File: src/rtl/syn_mem_arbiter_pkg.sv
// Shared defaults, pointer-update decision type and the reference
// round-robin first-requester function for the weight memory arbiter.
package syn_mem_arbiter_pkg;

    localparam int unsigned NREQ_DEF      = 4;
    localparam int unsigned ADDRWID_DEF   = 7;
    localparam int unsigned WID_DEF       = 8;
    localparam int unsigned RD_LAT_DEF    = 1;
    localparam int unsigned BURST_MAX_DEF = 8;

    // Widest lane vector rr_first can handle; lane counts above this are unsupported.
    localparam int unsigned RR_MAXW = 32;

    typedef logic [RR_MAXW-1:0] rr_vec_t;

    // What happens to the priority pointer at the end of a cycle.
    typedef enum logic [1:0] {
        UPD_HOLD    = 2'd0,   // no grant: pointer holds, burst ends
        UPD_LOCK    = 2'd1,   // locked lane keeps top priority
        UPD_ADVANCE = 2'd2    // move past the granted lane
    } ptr_upd_e;

    // One-hot first requester scanning ptr, ptr+1, ... modulo n.
    function automatic rr_vec_t rr_first(rr_vec_t req, int unsigned ptr, int unsigned n);
        rr_vec_t res;
        logic    found;
        res   = '0;
        found = 1'b0;
        for (int unsigned k = 0; k < RR_MAXW; k++) begin
            if (k < n) begin
                if (!found && req[5'((ptr + k) % n)]) begin
                    res[5'((ptr + k) % n)] = 1'b1;
                    found                  = 1'b1;
                end
            end
        end
        return res;
    endfunction

endpackage

File: src/rtl/syn_mem_arbiter_rr_pick.sv
// Combinational round-robin picker: rotate requests so the pointer lane is
// bit 0, find the lowest set bit, then map that offset back to a lane.
module rr_pick #(
    parameter int unsigned NREQ = 4,
    parameter int unsigned PTRW = 2
) (
    input  logic [NREQ-1:0] i_req,
    input  logic [PTRW-1:0] i_ptr,
    output logic [NREQ-1:0] o_gnt,
    output logic [PTRW-1:0] o_idx,
    output logic            o_any
);

    logic [NREQ-1:0] w_rot;
    logic [PTRW-1:0] w_off;
    logic            w_any;
    logic [PTRW-1:0] w_idx;

    function automatic logic [PTRW-1:0] lane_of(logic [PTRW-1:0] p, int unsigned k);
        return PTRW'((32'(p) + k) % NREQ);
    endfunction

    // Rotate requests so the highest-priority lane lands on bit 0.
    always_comb begin
        w_rot = '0;
        for (int unsigned k = 0; k < NREQ; k++) begin
            w_rot[PTRW'(k)] = i_req[lane_of(i_ptr, k)];
        end
    end

    // Lowest set bit of the rotated vector; scanning downwards lets the lowest win.
    always_comb begin
        w_any = 1'b0;
        w_off = '0;
        for (int unsigned k = NREQ; k > 0; k--) begin
            if (w_rot[PTRW'(k - 1)]) begin
                w_any = 1'b1;
                w_off = PTRW'(k - 1);
            end
        end
    end

    // Undo the rotation and form the one-hot grant.
    always_comb begin
        w_idx = lane_of(i_ptr, 32'(w_off));
        o_gnt = '0;
        if (w_any) begin
            o_gnt[w_idx] = 1'b1;
        end
        o_idx = w_idx;
        o_any = w_any;
    end

endmodule

File: src/rtl/syn_mem_arbiter.sv
// Round-robin arbiter sharing one single-port weight memory between lanes.
// Grants one read per cycle, drives the memory read port and returns data
// to the granted lane with a one-hot strobe after the memory read latency.
module syn_mem_arbiter
    import syn_mem_arbiter_pkg::*;
#(
    parameter int unsigned NREQ      = NREQ_DEF,
    parameter int unsigned ADDRWID   = ADDRWID_DEF,
    parameter int unsigned WID       = WID_DEF,
    parameter int unsigned RD_LAT    = RD_LAT_DEF,
    parameter int unsigned BURST_MAX = BURST_MAX_DEF
) (
    input  logic                      clk,
    input  logic                      rst_n,
    input  logic [NREQ-1:0]           req_ren,
    input  logic [NREQ*ADDRWID-1:0]   req_raddr,
    input  logic [NREQ-1:0]           req_lock,
    output logic [NREQ-1:0]           req_gnt,
    output logic [NREQ-1:0]           rsp_valid,
    output logic [WID-1:0]            rsp_data,
    output logic                      mem_ren,
    output logic [ADDRWID-1:0]        mem_raddr,
    input  logic [WID-1:0]            mem_rdata
);

    localparam int unsigned PTRW = (NREQ > 1) ? $clog2(NREQ) : 1;
    localparam int unsigned CNTW = $clog2(BURST_MAX) + 1;

    logic [PTRW-1:0] r_ptr;
    logic [CNTW-1:0] r_burst;
    logic [PTRW-1:0] w_ptr_nxt;
    logic [CNTW-1:0] w_burst_nxt;
    ptr_upd_e        w_upd;

    logic [NREQ-1:0] w_gnt;
    logic [PTRW-1:0] w_idx;
    logic            w_any;

    // One-hot lane per stage; a zero entry means no read in flight there.
    logic [NREQ-1:0] r_tag [RD_LAT];

    rr_pick #(
        .NREQ (NREQ),
        .PTRW (PTRW)
    ) u_pick (
        .i_req (req_ren),
        .i_ptr (r_ptr),
        .o_gnt (w_gnt),
        .o_idx (w_idx),
        .o_any (w_any)
    );

    // Pointer and burst counter state.
    always_ff @(posedge clk or negedge rst_n) begin
        if (!rst_n) begin
            r_ptr   <= '0;
            r_burst <= '0;
        end else begin
            r_ptr   <= w_ptr_nxt;
            r_burst <= w_burst_nxt;
        end
    end

    // Decide how the pointer moves: lock keeps priority until the burst cap.
    always_comb begin
        w_upd = UPD_HOLD;
        if (w_any) begin
            if (req_lock[w_idx] && (r_burst < CNTW'(BURST_MAX - 1))) begin
                w_upd = UPD_LOCK;
            end else begin
                w_upd = UPD_ADVANCE;
            end
        end
    end

    // Next pointer / burst count from the update decision.
    always_comb begin
        w_ptr_nxt   = r_ptr;
        w_burst_nxt = '0;
        unique case (w_upd)
            UPD_LOCK: begin
                w_ptr_nxt   = w_idx;
                w_burst_nxt = r_burst + 1'b1;
            end
            UPD_ADVANCE: begin
                w_ptr_nxt = (w_idx == PTRW'(NREQ - 1)) ? '0 : w_idx + 1'b1;
            end
            default: begin
                w_ptr_nxt = r_ptr;
            end
        endcase
    end

    // Grant, memory enable and address mux (address is zero when idle).
    always_comb begin
        req_gnt   = w_gnt;
        mem_ren   = w_any;
        mem_raddr = '0;
        if (w_any) begin
            mem_raddr = req_raddr[w_idx*ADDRWID +: ADDRWID];
        end
    end

    // Tag shift register tracking which lane owns each in-flight read.
    always_ff @(posedge clk or negedge rst_n) begin
        if (!rst_n) begin
            for (int unsigned i = 0; i < RD_LAT; i++) begin
                r_tag[i] <= '0;
            end
        end else begin
            r_tag[0] <= mem_ren ? w_gnt : '0;
            for (int unsigned i = 1; i < RD_LAT; i++) begin
                r_tag[i] <= r_tag[i-1];
            end
        end
    end

    assign rsp_valid = r_tag[RD_LAT-1];
    assign rsp_data  = mem_rdata;

    // Picker must agree with the package reference function.
    always_comb begin
        assert (RR_MAXW'(w_gnt) == rr_first(RR_MAXW'(req_ren), 32'(r_ptr), NREQ));
    end

endmodule
File: config.mk
export PLATFORM = sky130hd
export DESIGN_NAME = syn_mem_arbiter
export DESIGN_NICKNAME = d
export VERILOG_FILES = /design/src/rtl/syn_mem_arbiter_pkg.sv /design/src/rtl/syn_mem_arbiter_rr_pick.sv /design/src/rtl/syn_mem_arbiter.sv
export SDC_FILE = /design/constraint.sdc
export NUM_CORES = 1
export LEC_CHECK = 0
export BUFFER_PORTS_ARGS = -buffer_cell sky130_fd_sc_hd__buf_4
export CAP_MARGIN = 20
export CORE_UTILIZATION = 45
export CTS_CLUSTER_DIAMETER = 120
export DETAILED_ROUTE_END_ITERATION = 7
export PLACE_DENSITY = 0.86
export SYNTH_ARGS = -nofsm -noshare
export SYNTH_HDL_FRONTEND = slang
export SYNTH_HIERARCHICAL = 1
export SYNTH_SLANG_ARGS = --single-unit
File: constraint.sdc
create_clock -name clk -period 5.7 [get_ports clk]
set_clock_uncertainty 0.15 [all_clocks]
set_input_delay 0 -clock clk [delete_from_list [all_inputs] [get_ports clk]]
set_output_delay 0 -clock clk [all_outputs]
set_load 0.05 [all_outputs]
==> results of run 1 <==
==> cell usage after synthesis (all sizes together), types with 2 or more instances <==
| library cell | instances | share of area (%) |
|---|---|---|
| nor2b | 2 | 1.2 |
| and2 | 11 | 6.7 |
| xnor2 | 3 | 2.6 |
| nand3 | 2 | 0.97 |
| nand2 | 9 | 3.3 |
| a31oi | 2 | 1.2 |
| buf | 12 | 8.9 |
| mux2 | 3 | 3.6 |
| a21oi | 3 | 1.5 |
| mux4 | 8 | 18 |
| dfrtp | 10 | 24 |
| mux2i | 5 | 4.9 |
| nor3 | 4 | 1.9 |
| nor2 | 7 | 2.6 |
| ha | 3 | 3.7 |
==> area by class of cell <==
| class | count | share of cell area (%) |
|---|---|---|
| Sequential cell | 10 | 16.5 |
| Inverter | 1 | 0.248 |
| Timing Repair Buffer | 66 | 34.7 |
| Clock buffer | 3 | 1.49 |
| Tap cell | 27 | 2.23 |
| Multi-Input combinational cell | 77 | 44.8 |
==> layer usage <==
metal	share of wire [%]	track usage (%)	wire [um]
met5	0	0	0
met4	4.2	15.2	119
met2	53	46.2	1500
met1	36	25.3	1030
met3	6.7	1.85	189
==> worst reg2reg max path, stage by stage (launching register included) <==
cell	delay [ns]
sky130_fd_sc_hd__dfrtp_1	0.49
sky130_fd_sc_hd__nor2_1	0.30
sky130_fd_sc_hd__nand2_1	0.10
sky130_fd_sc_hd__o211ai_1	0.10
sky130_fd_sc_hd__o21a_1	0.14
sky130_fd_sc_hd__ha_1	0.20
sky130_fd_sc_hd__xnor2_1	0.20
sky130_fd_sc_hd__xnor2_1	0.20
sky130_fd_sc_hd__mux2i_1	0.22
sky130_fd_sc_hd__dlygate4sd3_1	0.56
sky130_fd_sc_hd__o21ai_0	0.08
sky130_fd_sc_hd__a31oi_1	0.16
==> stage by stage <==
stage | instance area [sq um] | std cells | hold slack (ns)
2_1_floorplan | 1030 | 101 | -0.446
3_3_place_gp | 1370 | 168 | -0.317
3_5_place_dp | 1370 | 168 | -0.318
4_1_cts | 1510 | 183 | 0.0684
5_1_grt | 1520 | 184 | 0.0860
6_report | 1520 | 184 | 0.0635
==> how the worst min path moves through the flow <==
| stage | start | endpoint | depth (start not counted) |
|---|---|---|---|
| after floorplan | rst_n | r_burst[0] | 0 |
| after global placement | rst_n | rsp_valid[3] | 1 |
| after detailed placement | rst_n | r_burst[3] | 1 |
| after CTS | req_lock[1] | r_ptr[0] | 4 |
| after global routing | req_lock[1] | r_ptr[0] | 4 |
| final | req_lock[1] | r_ptr[0] | 4 |
==> cells by family after synthesis <==
family | count (synthesis)
DFF | 10
xor gates and xnor gates | 4
AOI/OAI and AO/OA | 14
and+or+nand+nor | 40
buffers and inverters | 14
muxes | 16
adders and majority gates | 3
==> flip-flops by register name (all words and copies together), names as in the netlist <==
| signal | count |
|---|---|
| rsp_valid | 4 |
| r_burst | 4 |
| r_ptr | 2 |
==> results_dict.tcl, run 1 <==
set metrics [dict create \
    status "finished clean" \
    finalWeightedCongestion 0.736 \
    cts_root_buf "sky130_fd_sc_hd__clkbuf_4" \
    slowest_stage "sky130_fd_sc_hd__ha_1" \
    worst-r2r-setup-slack_ns 2.72 \
    area.growth.synth_to_final_pct 47.3 \
    timing.final.hold_violations 0 \
    drc 0 \
    grt_antenna_before_repair 0 \
    timing.critical_path.max_delay_family "adder cells" \
    yosys-mux-area-fraction_pct 26.0 \
    overall_track_demand_over_capacity_in_global_routing_pct 24.3 \
    slew-limit-headroom_pct 57.6 \
    cp.depth 8 \
    synth-adder-area-share_pct 3.65 \
    tritoncts_num_sinks 10 \
    dominant_synthesized_flop_cell "sky130_fd_sc_hd__dfrtp_1" \
    clock_path_buffers 2 \
    maxClockFrequency_ghz 0.323 \
    finalNetCount 208 \
    drtPass1Iterations 4 \
    first_global_vias 1043 \
    cp_capture_point "mem_raddr[2]" \
    n_antenna_cell 0 \
    timing.critical_path.fanout_max 14 \
    postSynthAreaPerCell_sq_um 10.2 \
    cts-buffers-inserted 3 \
    final_common_cell "sky130_fd_sc_hd__buf_4" \
    grt_remaining_overflow 0 \
    buffer_ports.inserted 53 \
    multi_input_comb_area_sq_um 679 \
    setup_total_negative_slack_ns 0 \
    viasPerCell 5.59 \
    ys_warn_count 6 \
    top_level_ports 70 \
    post_cts_hold_buffer_count 12 \
    postSynthNetCount 150 \
    fin_crit_sh_pct 54.3 \
    grt_start_max_net_pins 18 \
    final_layout_size_suffix_gt1_share_pct 45.2 \
    initial_util_pct 49.9 \
    synth-simple-area-share_pct 20.3 \
    worstReg2RegEnd "r_ptr[0]" \
    post_synthesis_compound_gate_area_fraction_pct 12.7 \
    wl_per_cell_um 15.4 \
    floorplan.core_area_sq_mm 0.00206 \
    drv_slew 0 \
    synthCells 101 \
    critical_path_required_ns 5.55 \
    worstSetupStartpoint "r_ptr[1]" \
    detail_route.iter0.violations 20 \
    layout.cells.most_common_list "54 x sky130_fd_sc_hd__buf_4, 12 x sky130_fd_sc_hd__dlygate4sd3_1, 11 x sky130_fd_sc_hd__and2_1" \
    floorplan.die_area_sq_mm 0.00248 \
    dominant_combinational_cell_family_by_area_after_synthesis "multiplexers" \
    placement_rows 16 \
    worst_slew_pin_slew_ns 0.637 \
    reg2regPathDepth 11 \
    route.antenna.remaining_nets 0 \
    max_stage_delay_on_crit_path_ns 0.69 \
    cts.reportedPaths.clkPinSlew_ns 0.06 \
    seq_area_sq_um 250 \
    worst_slack_ns 2.60 \
    layout.core_utilization_pct 73.5 \
    die_x_um 49.8 \
    report.final.setup_viol 0 \
    postSynthRegisterBits 10 \
    layout_min_cycle_time_ns 3.10 \
    synthesis.area_sq_mm 0.00103 \
    die_h_um 49.8 \
    cp-end-kind "primary output" \
    synth_cell_types 35 \
    timing_worst_setup_path_type "register to primary output" \
    h-tree-depth 1 \
    pre_cts_slack_ns 2.34 \
    hpwlAfterDp_mm 2.02 \
    clock_latency_at_the_later_pin_of_the_worst_skew_pair_ns 0.27 \
    count_of_flip_flops_with_a_built_in_enable_after_synthesis 0 \
    postRouteWirelength_mm 2.83 \
    cts_tree "yes" \
    cp.buffers_inverters 1 \
    cts_repair_resize_count 0 \
    grt_pass1_wl_mm 4.51 \
    route.vias.total 1028 \
    fillerInstances 135 \
    synth_xor_xnor_area_share_pct 3.41 \
    min-delay-path-class "input pin to register" \
    asyncSetResetFlopFracSynth_pct 100 \
    timing.critical_path.from_type "register" \
    rr_startpoint "r_ptr[1]" \
    drv_cap 0 \
    critical_path.cell_chain "nand2_1 > a21oi_1 > o2bb2ai_1 > o21a_1 > ha_1 > mux4_2 > and2_1 > buf_4" \
    rsz0062_at_grt "no" \
    cts_post_setup_buffers_inserted 0 \
    synth_sequential_area_ratio_pct 24.3 \
    arrival_worst_endpoint_ns 2.95 \
]
Power of run 1 is not shown: default switching activity piles up to over one toggle a cycle in this logic, so the estimate is an artifact.
==> run 2: changes to the inputs <==
Settings changed: ABC_AREA from default to 1, CORE_UTILIZATION 45 to 44, PLACE_DENSITY 0.86 to 0.8.
Clock period 5.7 ns to 2.87 ns, I/O delays scaled along.
==> run 2 against run 1 <==
  * Routed wire length is 15% higher
  * First-iteration DRC count fell by 10%
  * Non-clock buffer count up 9
  * Via count is 36% higher
  * Design area grew 25%
  * Critical endpoint is now mem_raddr[4]
  * Largest cell class unchanged
==> results_dict.tcl, run 2 <==
set metrics [dict create \
    grt_pass1_wl_mm 4.46 \
    clock_latency_at_the_later_pin_of_the_worst_skew_pair_ns 0.27 \
    wl_per_cell_um 11.5 \
    report.final.setup_viol 0 \
    first_global_vias 1065 \
    cell_area_reported_after_detailed_placement_sq_mm 0.00157 \
    layout_min_cycle_time_ns 2.82 \
    ys_warn_count 6 \
    clock_path_buffers 2 \
    detail_route.iter0.violations 18 \
    postRouteWirelength_mm 3.25 \
    postSynthAreaPerCell_sq_um 6.44 \
    asyncSetResetFlopFracSynth_pct 100 \
    cts_tree "yes" \
    buffer_ports.inserted 53 \
    timing.final.hold_violations 0 \
    cp-end-kind "primary output" \
    tritoncts_num_sinks 10 \
    maxClockFrequency_ghz 0.354 \
    postSynthRegisterBits 10 \
    finalWeightedCongestion 0.868 \
    hpwlAfterDp_mm 2.14 \
    drc 0 \
    hold_end "r_ptr[0]" \
    route.antenna.remaining_nets 0 \
    postSynthNetCount 237 \
    min-delay-path-class "input pin to register" \
    post-route-cell-area_sq_mm 0.00189 \
    cts.reportedPaths.clkPinSlew_ns 0.06 \
    worstReg2RegEnd "r_burst[3]" \
    critical_hold_path_startpoint "req_lock[2]" \
    drtPass1Iterations 4 \
    slowest_stage "sky130_fd_sc_hd__dfrtp_2" \
    synth_top_cells_by_area "sky130_fd_sc_hd__dfrtp_1 21%, sky130_fd_sc_hd__nand2_1 12%, sky130_fd_sc_hd__nor2_1 9.9%" \
    rsz0062_at_grt "yes" \
    timing.critical_path.fanout_max 9 \
    worst_slew_pin_slew_ns 0.510 \
    synthesis.area_sq_mm 0.00121 \
    viasPerCell 4.96 \
    yosys_top_cell_area_share_pct 20.7 \
    top_level_ports 70 \
    drv_slew 0 \
    synth_cell_types 24 \
    fin_crit_sh_pct 98.3 \
    final_layout_size_suffix_gt1_share_pct 50.2 \
    synthCells 188 \
    rr_startpoint "r_ptr[0]" \
    slew-limit-headroom_pct 65.9 \
    route.vias.total 1403 \
    reg2regPathDepth 17 \
    initial_util_pct 47.5 \
    grt_antenna_before_repair 0 \
    worst-r2r-setup-slack_ns 0.17 \
    n_antenna_cell 0 \
    final_common_cell "sky130_fd_sc_hd__buf_4" \
    layout.cells.most_common_list "57 x sky130_fd_sc_hd__buf_4, 36 x sky130_fd_sc_hd__nand2_1, 26 x sky130_fd_sc_hd__nor2_1" \
    dominant_synthesized_flop_cell "sky130_fd_sc_hd__dfrtp_1" \
    area.growth.synth_to_final_pct 55.9 \
    critical_path.cell_chain "buf_12 > nand2_2 > nand2_1 > nand2_1 > nand2_2 > a21oi_2 > nor2_1 > ha_2 > xnor2_2 > nand3_4 > nand2_8 > inv_4 > nor2_2 > o21ai_2 > a21oi_2 > buf_6" \
    arrival_worst_endpoint_ns 2.67 \
    cts-buffers-inserted 3 \
    max_stage_delay_on_crit_path_ns 0.42 \
    synthTopCellsByCount "38 x sky130_fd_sc_hd__nand2_1, 32 x sky130_fd_sc_hd__nor2_1, 18 x sky130_fd_sc_hd__nand2_2" \
    synth.largest_area_cell "sky130_fd_sc_hd__dfrtp_1" \
    drv_cap 0 \
    finalNetCount 303 \
    timing_worst_setup_path_type "register to primary output" \
    die_h_um 54.4 \
    placement_rows 18 \
    grt_remaining_overflow 0 \
    die_x_um 54.4 \
    timing.critical_path.from_type "register" \
    floorplan.die_area_sq_mm 0.00296 \
    floorplan.core_area_sq_mm 0.00254 \
    critical_path_required_ns 2.72 \
    count_of_flip_flops_with_a_built_in_enable_after_synthesis 0 \
    h-tree-depth 1 \
    status "finished clean" \
    synth_most_common_cell "sky130_fd_sc_hd__nand2_1" \
    synth_sequential_area_ratio_pct 20.7 \
    cts_root_buf "sky130_fd_sc_hd__clkbuf_4" \
    overall_track_demand_over_capacity_in_global_routing_pct 20.2 \
    min_path_cells 6 \
    grt_start_max_net_pins 18 \
]
==> run 2: changes by cell type after synthesis, moves of 4 or more <==
cell / change
sky130_fd_sc_hd__a21oi_1: +7
sky130_fd_sc_hd__and2_1: -11
sky130_fd_sc_hd__inv_1: +14
sky130_fd_sc_hd__mux2i_1: -5
sky130_fd_sc_hd__mux4_2: -8
sky130_fd_sc_hd__nand2_1: +29
sky130_fd_sc_hd__nand2_2: +18
sky130_fd_sc_hd__nand3_1: +9
sky130_fd_sc_hd__nor2_1: +25
sky130_fd_sc_hd__nor2_2: +6
sky130_fd_sc_hd__nor3_1: -4
sky130_fd_sc_hd__o21ai_0: +5
sky130_fd_sc_hd__o21ai_1: +9
==> run 2: final cells by class <==
class / instances / area, sq um
flip-flops and latches: 10 / 253
well taps: 30 / 37.5
fillers: 208 / 658
clock buffers: 4 / 36.3
multi-input cells: 146 / 852
inverters: 18 / 81.3
repair buffers: 75 / 627
==> run 2: timing repair <==
| action | CTS | global route |
|---|---|---|
| pin swaps | 0 | 13 |
| setup endpoints to repair | 7 | 7 |
| hold buffers | 10 | 0 |
| cloned | 0 | 1 |
| gates resized for setup | 3 | 25 |
| endpoints found under the hold margin | 18 | 0 |
| setup buffers | 1 | 9 |
==> run 2: through the flow <==
step	util, %	setup WS (ns)	setup TNS, ns	std cells	hold WS [ns]
floorplan	-	0.0941	0	188	-0.446
global placement	61.7	0.147	0	258	-0.317
detailed placement	61.7	0.0696	0	258	-0.313
CTS	67.7	0.0142	0	273	0.0518
global route	74.1	-0.0827	-0.516	283	0.0588
finish	74.1	0.0483	0	283	0.0484
==> run 2: logic make-up after synthesis <==
| logic type | synth area share, % |
|---|---|
| AO/OA/AOI/OAI | 11.1 |
| buffers and inverters | 15.8 |
| adder cells (fa/ha/maj) | 3.10 |
| flip-flops | 20.7 |
| AND/OR/NAND/NOR | 47.9 |
| XOR/XNOR | 1.45 |
==> run 2: critical path: cells and delay by family, from the launching register on <==
family	cells	cell delay, ns
AO/OA/AOI/OAI	3	0.36
XOR/XNOR	1	0.24
adder cells (fa/ha/maj)	1	0.19
buffers and inverters	3	0.39
flip-flops	1	0.42
AND/OR/NAND/NOR	8	0.79
==> run 2: routing by layer <==
layer,GRT usage (%),up-vias,wire length (um)
met5,0,-,0
met4,3.85,0,11
met3,4.44,3,239
met2,33.9,66,1640
met1,26.4,619,1360
li1,-,715,-
==> run 2: worst max-delay path by stage <==
stage / depth (start not counted) / endpoint / start
CTS: 16 / mem_raddr[0] / r_ptr[0]
detailed placement: 16 / mem_raddr[0] / r_ptr[0]
floorplan: 14 / rsp_valid[2] / r_ptr[0]
global placement: 16 / mem_raddr[5] / r_ptr[0]
finish: 16 / mem_raddr[4] / r_ptr[0]
global route: 16 / mem_raddr[5] / r_ptr[0]
Power of run 2 is left out for the same reason.
==> run 3: changes to the inputs <==
Settings changed: CORE_MARGIN from default to 2.
==> run 3 against run 2 <==
  * Critical path depth is the same
  * Worst setup slack improved by 0.083 ns
  * Via count shrank 2.3%
==> results_dict.tcl, run 3 (same netlist as run 2, synthesis figures left out) <==
set metrics [dict create \
    top_level_ports 70 \
    cts_tree "yes" \
    grt_start_max_net_pins 18 \
    hpwlAfterDp_mm 2.20 \
    placement_rows 19 \
    die_x_um 56.4 \
    grt_antenna_before_repair 0 \
    place_inst 259 \
    detail_route.iter0.violations 15 \
    layoutNonFillerInstCount 284 \
    cts.reportedPaths.clkPinSlew_ns 0.06 \
    worst_slew_pin_slew_ns 0.507 \
    slowest_stage "sky130_fd_sc_hd__dfrtp_2" \
    timing.critical_path.max_delay_family "simple AND/OR/NAND/NOR gates" \
    timing.final.hold_violations 0 \
    route.antenna.remaining_nets 0 \
    timing_worst_setup_path_type "register to primary output" \
    fillerInstances 224 \
    final_common_cell "sky130_fd_sc_hd__buf_4" \
    viasPerCell 4.83 \
    area.growth.synth_to_final_pct 56.6 \
    min-delay-path-class "input pin to register" \
    timing.critical_path.mode_cell "sky130_fd_sc_hd__nand2_1" \
    grt_pass1_wl_mm 4.88 \
    n_antenna_cell 0 \
    cts_root_buf "sky130_fd_sc_hd__clkbuf_4" \
    status "finished clean" \
    tritoncts_num_sinks 10 \
    slew-limit-headroom_pct 66.1 \
    layout.cells.most_common_list "57 x sky130_fd_sc_hd__buf_4, 34 x sky130_fd_sc_hd__nand2_1, 28 x sky130_fd_sc_hd__nor2_1" \
    drv_cap 0 \
    postRouteWirelength_mm 3.27 \
    pre_cts_slack_ns 0.0496 \
    clock_path_buffers 2 \
    layout_min_cycle_time_ns 2.74 \
    wl_per_cell_um 11.5 \
    buffer_ports.inserted 53 \
    overall_track_demand_over_capacity_in_global_routing_pct 18.6 \
    drv_slew 0 \
    max_stage_delay_on_crit_path_ns 0.43 \
    cts-buffers-inserted 3 \
    drc 0 \
    report.final.setup_viol 0 \
    critical_path.cell_chain "buf_12 > nand2_1 > nand2_1 > nand2_1 > nand2_2 > a21oi_2 > nor2_1 > ha_2 > xnor2_2 > inv_1 > nand2_4 > nand2_8 > nor2_1 > o21ai_0 > a21oi_2 > buf_6" \
    finalWeightedCongestion 0.841 \
    drtPass1Iterations 4 \
    arrival_worst_endpoint_ns 2.59 \
    first_global_vias 1243 \
    h-tree-depth 1 \
    final_layout_size_suffix_gt1_share_pct 50.6 \
    finalNetCount 304 \
    initial_util_pct 45.0 \
    floorplan.die_area_sq_mm 0.00319 \
    cp.buffers_inverters 3 \
    worst_slack_ns 0.131 \
    maxClockFrequency_ghz 0.365 \
    grt_remaining_overflow 0 \
    critical_path_required_ns 2.72 \
    floorplan.core_area_sq_mm 0.00269 \
    timing.critical_path.from_type "register" \
    clock_latency_at_the_later_pin_of_the_worst_skew_pair_ns 0.26 \
    timing.critical_path.fanout_max 6 \
    setup_total_negative_slack_ns 0 \
    fin_crit_sh_pct 95.4 \
    die_h_um 56.4 \
    cp-end-kind "primary output" \
    route.vias.total 1371 \
]
## run 3: cell types whose count changed in the layout (fill, tap and decap cells not counted), moves of 2 or more
cell	previous run	this run
sky130_fd_sc_hd__nand2_1	36	34
sky130_fd_sc_hd__nand2_2	20	22
sky130_fd_sc_hd__nor2_1	26	28
sky130_fd_sc_hd__nor2_2	12	9
sky130_fd_sc_hd__o21ai_0	4	2
## run 3: stage by stage
step	utilization, %	area (sq um)	hold WS [ns]
after global placement	58.5	1570	-0.316
after CTS	65.2	1750	0.0426
after floorplan	-	1240	-0.446
after detailed placement	58.5	1570	-0.315
after global routing	70.5	1890	0.129
final	70.5	1890	0.0440
## run 3: timing repair
item / in CTS / in global routing
buffers inserted: 3 / 8
endpoints found under the setup margin: 7 / 7
gates resized for setup: 6 / 28
hold buffers: 10 / 0
endpoints found under the hold margin: 18 / 0
cloned: 0 / 1
pin swaps: 0 / 12
## run 3: worst paths after layout
kind	startpoint	to	slack (ns)	depth (start not counted)
min in group asynchronous	rst_n	rsp_valid[2]	0.60	3
worst max register to register	r_ptr[0]	r_ptr[0]	0.18	18
worst max-delay path	r_ptr[0]	mem_raddr[6]	0.13	16
worst min register to register	r_burst[0]	r_burst[0]	0.32	1
max in group asynchronous	rst_n	r_ptr[1]	1.64	3
worst min-delay path	req_lock[2]	r_ptr[1]	0.04	6
## run 3: layout make-up
cell class / count / area (sq um) / share of cell area, %
clock buffer: 3 / 22.5 / 1.19
inverter: 18 / 81.3 / 4.29
multi-input combinational: 146 / 861 / 45.4
sequential: 10 / 253 / 13.3
tap: 31 / 38.8 / 2.05
timing repair buffer: 76 / 638 / 33.7
## run 3: tightest hold or removal path, cell delays in order
cell and delay, ns:
sky130_fd_sc_hd__buf_4 0.08, sky130_fd_sc_hd__nand2_1 0.04, sky130_fd_sc_hd__nand3_1 0.06, sky130_fd_sc_hd__nand3_1 0.08
sky130_fd_sc_hd__nand3_1 0.08, sky130_fd_sc_hd__nand3_1 0.07
## run 3: metal layers
| metal | global-route usage [%] | vias up | share of wire [%] |
|---|---|---|---|
| li1 | - | 713 | - |
| met1 | 21.7 | 590 | 40 |
| met4 | 4.08 | 0 | 1.5 |
| met2 | 34.6 | 62 | 51 |
| met3 | 3.92 | 6 | 7.1 |
| met5 | 0 | - | 0 |
Power of run 3 is left out for the same reason.
